File: config.mk
export PLATFORM = sky130hd
export DESIGN_NAME = blood_digit_render
export DESIGN_NICKNAME = d
export VERILOG_FILES = /design/src/rtl/blood_digit_render.sv
export SDC_FILE = /design/constraint.sdc
export NUM_CORES = 1
export LEC_CHECK = 0
export CORE_MARGIN = 2
export CORE_UTILIZATION = 52
export CTS_BUF_LIST = sky130_fd_sc_hd__clkbuf_2
export CTS_CLUSTER_DIAMETER = 50
export CTS_CLUSTER_SIZE = 40
export DETAILED_ROUTE_END_ITERATION = 8
export PLACE_DENSITY = 0.87
export SLEW_MARGIN = 20
export SYNTH_ARGS = -nofsm -noshare
export SYNTH_HDL_FRONTEND = slang
export SYNTH_SLANG_ARGS = --single-unit
File: constraint.sdc
create_clock -name clk -period 5.4 [get_ports clk]
set_input_delay 1.08 -clock clk [delete_from_list [all_inputs] [get_ports clk]]
set_output_delay 1.08 -clock clk [all_outputs]
set_load 0.1 [all_outputs]
File: src/rtl/blood_digit_render.sv
// rtl/blood_digit_render.sv - health-to-two-digit sprite renderer with 3-stage pixel pipeline
module blood_digit_render #(
    parameter logic [9:0]  X0     = 10'd32,
    parameter logic [9:0]  Y0     = 10'd16,
    parameter int          SPR    = 64,
    parameter logic [11:0] TRANSP = 12'h000,
    parameter logic [6:0]  HMAX   = 7'd99
) (
    input  logic        clk,
    input  logic        reset,
    input  logic        video_on,
    input  logic [9:0]  x,
    input  logic [9:0]  y,
    input  logic        frame_tick,
    input  logic [6:0]  health,
    output logic [5:0]  rom_row,
    output logic [5:0]  rom_col,
    output logic [3:0]  digit_sel,
    input  logic [11:0] rom_color,
    output logic [11:0] rgb_out,
    output logic        rgb_on
);

    typedef enum logic [1:0] {IDLE, CONV, DONE} state_t;

    // Region bounds widened by one bit so X0+2*SPR cannot wrap.
    localparam logic [10:0] XT0 = {1'b0, X0};
    localparam logic [10:0] XT1 = XT0 + 11'(SPR);
    localparam logic [10:0] XO1 = XT0 + 11'(2 * SPR);
    localparam logic [10:0] YT0 = {1'b0, Y0};
    localparam logic [10:0] YT1 = YT0 + 11'(SPR);

    state_t      state_q, state_d;
    logic [6:0]  v_q, v_d;
    logic [3:0]  tens_work_q, tens_work_d;
    logic [3:0]  disp_tens_q, disp_tens_d;
    logic [3:0]  disp_ones_q, disp_ones_d;

    logic [5:0]  row_q, row_d;
    logic [5:0]  col_q, col_d;
    logic        hit1_q, hit1_d;
    logic [3:0]  dig1_q, dig1_d;
    logic [3:0]  sel_q, sel_d;
    logic        hit2_q, hit2_d;
    logic [11:0] rgb_q, rgb_d;
    logic        on_q, on_d;

    logic        in_y, in_tens, in_ones, tens_blank;

    // Subtract-by-ten conversion; displayed digits only ever change together in DONE.
    always_comb begin
        state_d     = state_q;
        v_d         = v_q;
        tens_work_d = tens_work_q;
        disp_tens_d = disp_tens_q;
        disp_ones_d = disp_ones_q;
        case (state_q)
            IDLE: begin
                if (frame_tick) begin
                    v_d         = (health > HMAX) ? HMAX : health;
                    tens_work_d = 4'd0;
                    state_d     = CONV;
                end
            end
            CONV: begin
                if (v_q >= 7'd10) begin
                    v_d         = v_q - 7'd10;
                    tens_work_d = tens_work_q + 4'd1;
                end else begin
                    state_d = DONE;
                end
            end
            DONE: begin
                disp_tens_d = tens_work_q;
                disp_ones_d = 4'(v_q);
                state_d     = IDLE;
            end
            default: state_d = IDLE;
        endcase
    end

    assign tens_blank = (disp_tens_q == 4'd0);
    assign in_y       = ({1'b0, y} >= YT0) && ({1'b0, y} < YT1);
    assign in_tens    = in_y && ({1'b0, x} >= XT0) && ({1'b0, x} < XT1);
    assign in_ones    = in_y && ({1'b0, x} >= XT1) && ({1'b0, x} < XO1);

    // Pixel pipeline: address decode, digit select aligned with ROM, transparency merge.
    always_comb begin
        row_d  = 6'd0;
        col_d  = 6'd0;
        dig1_d = 4'd0;
        hit1_d = 1'b0;
        if (in_tens) begin
            row_d  = 6'(y - Y0);
            col_d  = 6'(x - X0);
            dig1_d = disp_tens_q;
            hit1_d = video_on && !tens_blank;
        end else if (in_ones) begin
            row_d  = 6'(y - Y0);
            col_d  = 6'(x - X0 - 10'(SPR));
            dig1_d = disp_ones_q;
            hit1_d = video_on;
        end
        sel_d  = dig1_q;
        hit2_d = hit1_q;
        if (hit2_q && (rom_color != TRANSP)) begin
            rgb_d = rom_color;
            on_d  = 1'b1;
        end else begin
            rgb_d = 12'h000;
            on_d  = 1'b0;
        end
    end

    // State and pipeline registers; reset discards any partial conversion.
    always_ff @(posedge clk or posedge reset) begin
        if (reset) begin
            state_q     <= IDLE;
            v_q         <= 7'd0;
            tens_work_q <= 4'd0;
            disp_tens_q <= 4'd0;
            disp_ones_q <= 4'd0;
            row_q       <= 6'd0;
            col_q       <= 6'd0;
            hit1_q      <= 1'b0;
            dig1_q      <= 4'd0;
            sel_q       <= 4'd0;
            hit2_q      <= 1'b0;
            rgb_q       <= 12'h000;
            on_q        <= 1'b0;
        end else begin
            state_q     <= state_d;
            v_q         <= v_d;
            tens_work_q <= tens_work_d;
            disp_tens_q <= disp_tens_d;
            disp_ones_q <= disp_ones_d;
            row_q       <= row_d;
            col_q       <= col_d;
            hit1_q      <= hit1_d;
            dig1_q      <= dig1_d;
            sel_q       <= sel_d;
            hit2_q      <= hit2_d;
            rgb_q       <= rgb_d;
            on_q        <= on_d;
        end
    end

    assign rom_row   = row_q;
    assign rom_col   = col_q;
    assign digit_sel = sel_q;
    assign rgb_out   = rgb_q;
    assign rgb_on    = on_q;

endmodule

==> flow_metrics.tcl <==
set metrics [dict create \
    drtIter0Drc 96 \
    finalCriticalPeriod_ns 3.09 \
    cp.arrival_ns 2.01 \
    ys_ff_latch 56 \
    cts_buffer_depth 2 \
    slowest_delay_ns 1.15 \
    cap_violations 0 \
    drcViolationCount 0 \
    relSlewSlack_pct 32.9 \
    ir_drop_v 0.000276 \
    grt_antenna_before_repair 0 \
    tritoncts "done" \
    path_buf_inv 1 \
    leakagePower_uw 0.00142 \
    hold_path_class "reg2reg" \
    syn_inst 203 \
    syn_nets 250 \
    required_ns 4.32 \
    cts_sinks 56 \
    vias 1783 \
    fin_cells 329 \
    drive_gt1_share_pct 10.5 \
    async_flop_share_pct 100 \
    crit_type "reg2out" \
    drtPass1Iterations 4 \
    grt_max_degree 57 \
    finalSetupTns_ns 0 \
    crit_path_end_kind "output port" \
    area_growth_pct 34.7 \
    min_path_cells 0 \
    synthFlopType "dfrtp_1" \
    synth_edf_count 0 \
    num_io_pins 72 \
    grt_pass1_wl_um 7840 \
    initial_utilization_pct 54.3 \
    grt.overflow.total 0 \
    hold_buffers 0 \
    first_global_vias 1718 \
    period_share_pct 57.2 \
    worstMarginPinSlew_ns 1.00 \
    wl_per_cell_um 14.2 \
    yosysSeqAreaShare_pct 58.8 \
    cp.depth 1 \
    rsz0062_at_grt "false" \
    yosys_warnings 0 \
    fin_nets 323 \
    crit_chain "clkdlybuf4s50_1" \
    dieArea_um2 5140 \
    cts_max_level 2 \
    grt_usage_pct 19.7 \
    coreArea_um2 4380 \
    hold_violations 0 \
    antenna_cells 0 \
    cts_setup_buffers 0 \
    status "complete, no violations" \
    routed_wl_um 4660 \
    power_density_nw_per_um2 354 \
    cts_buffers 5 \
    dieHeight_um 71.7 \
    die_x_um 71.7 \
    ctsResizeCount 0 \
    fin_worst_skew_ns 0.0223 \
    cp_max_fo 1 \
    setup.worst_path.start_class "flop" \
    ys_types 37 \
    worst_path_max_delay_cell "clkdlybuf4s50_1" \
    setup_viol 0 \
    post_drt_via_cell_ratio 5.42 \
    gp_congestion 0.863 \
    num_rows 24 \
    max_clock_freq_mhz 324 \
    crit_family "buffers and inverters" \
    syn_area_um2 2380 \
    hpwl_um 3520 \
    syn_area_per_cell_um2 11.7 \
    slew_viol_final 0 \
    ant_nets 0 \
    io_buffers 71 \
    numPlacedInstances 321 \
    ff2ff_path_depth 7 \
    worstSkewPairLatency_ns 0.45 \
    cts.root.buffer_cell "clkbuf_2" \
    clk_pin_slew_worst_paths_ns 0.29 \
]
==> worst register-to-register path, cell delays in order (launching register included) <==
cell     delay (ns)
dfrtp_1        0.47
inv_1          0.08
ha_1           0.22
nor2b_1        0.23
o41ai_1        0.11
buf_4          0.20
and2_1         0.22
a211o_1        0.32
==> metal layers <==
metal,up-vias,wire (um),global-route usage [%]
li1,858,-,-
met1,869,2000,24.7
met2,50,2340,33.4
met3,6,258,5.91
met4,0,54,5.03
met5,-,0,0
==> cells in the final DEF, fill, tap and decap left out, types with 2 or more instances in the layout <==
master	count
mux2_2	10
xnor2_1	2
nand2b_1	4
nor3_2	3
o311a_1	2
clkdlybuf4s50_1	71
a2bb2oi_1	4
o21ai_0	11
and2_1	24
nor2_1	14
a22oi_1	4
nor4_1	6
dfrtp_1	56
inv_1	8
a21oi_1	5
nand3_1	5
buf_4	2
o211ai_1	2
nand2_1	8
ha_1	4
clkbuf_2	5
or4_4	2
o31ai_1	2
nor2b_1	4
a31oi_1	3
==> kinds of logic after synthesis <==
family,after synthesis,share of synthesized area [%]
XOR/XNOR,3,1.10
AO/OA/AOI/OAI,39,11.3
AND/OR/NAND/NOR,75,19.0
flip-flops,56,58.8
buffers and inverters,16,2.89
adder cells (fa/ha/maj),4,2.10
multiplexers,10,4.73
==> state kept, by name, indices dropped and copies added, names as in the netlist, 2 cells and up <==
name / flops
dig1_q: 4
digit_sel: 4
disp_ones_q: 4
disp_tens_q: 4
rgb_out: 12
rom_col: 6
rom_row: 6
state_q: 2
tens_work_q: 4
v_q: 7
==> cell type report <==
class / count / area (um^2)
sequential: 56 / 1400
fill: 308 / 1170
multi-input combinational: 131 / 912
timing repair buffer: 73 / 726
tap: 52 / 65.1
clock inverter: 3 / 46.3
inverter: 9 / 33.8
clock buffer: 5 / 25.0
==> worst paths after layout <==
path	from	end	slack, ns
worst max register to register	v_q[1]$_DFFE_PP0P_	v_q[3]$_DFFE_PP0P_	3.45
worst min-delay path	dig1_q[0]$_DFF_PP0_	digit_sel[0]$_DFF_PP0_	0.37
worst max-delay path	digit_sel[1]$_DFF_PP0_	digit_sel[1]	2.31
min in group asynchronous	reset	rgb_out[9]$_DFF_PP0_	1.07
max in group asynchronous	reset	disp_tens_q[2]$_DFFE_PP0N_	3.87
worst min register to register	dig1_q[0]$_DFF_PP0_	digit_sel[0]$_DFF_PP0_	0.37
==> per-stage QoR <==
stage | hold WS, ns | total power, uW | area (um^2) | setup slack, ns | util [%]
after global routing | 0.372 | 1220 | 3210 | 2.19 | 73.2
after floorplan | 0.331 | 816 | 2380 | 2.94 | -
final | 0.375 | 1140 | 3210 | 2.31 | 73.2
after detailed placement | 0.335 | 930 | 3140 | 2.50 | 71.6
after CTS | 0.381 | 1140 | 3210 | 2.29 | 73.2
after global placement | 0.332 | 914 | 3140 | 2.54 | 71.6
==> cells in the mapped netlist (all sizes together) (2+ instances only) <==
master,number,area (um^2)
nand2,8,30.0
nor4,6,37.5
nor3,3,30.0
nand3,5,25.0
nor2b,4,25.0
a21oi,5,25.0
xnor2,2,17.5
or4,3,30.0
ha,4,50.1
mux2,10,113
clkbuf,5,18.8
nor2,14,52.6
a31oi,3,18.8
dfrtp,56,1400
inv,9,33.8
a2bb2oi,4,35.0
o21ai,11,55.1
buf,2,16.3
a22oi,4,30.0
o211ai,2,15.0
and2,24,150
o311a,2,20.0
o31ai,2,15.0
nand2b,4,25.0
==> power breakdown <==
part	internal, uW	total (uW)	switching (uW)
Clock	79.6	214	134
Combinational	178	363	185
Sequential	491	560	69.0
Total	749	1140	388
Note: power is estimated with default switching activity, not from simulation.
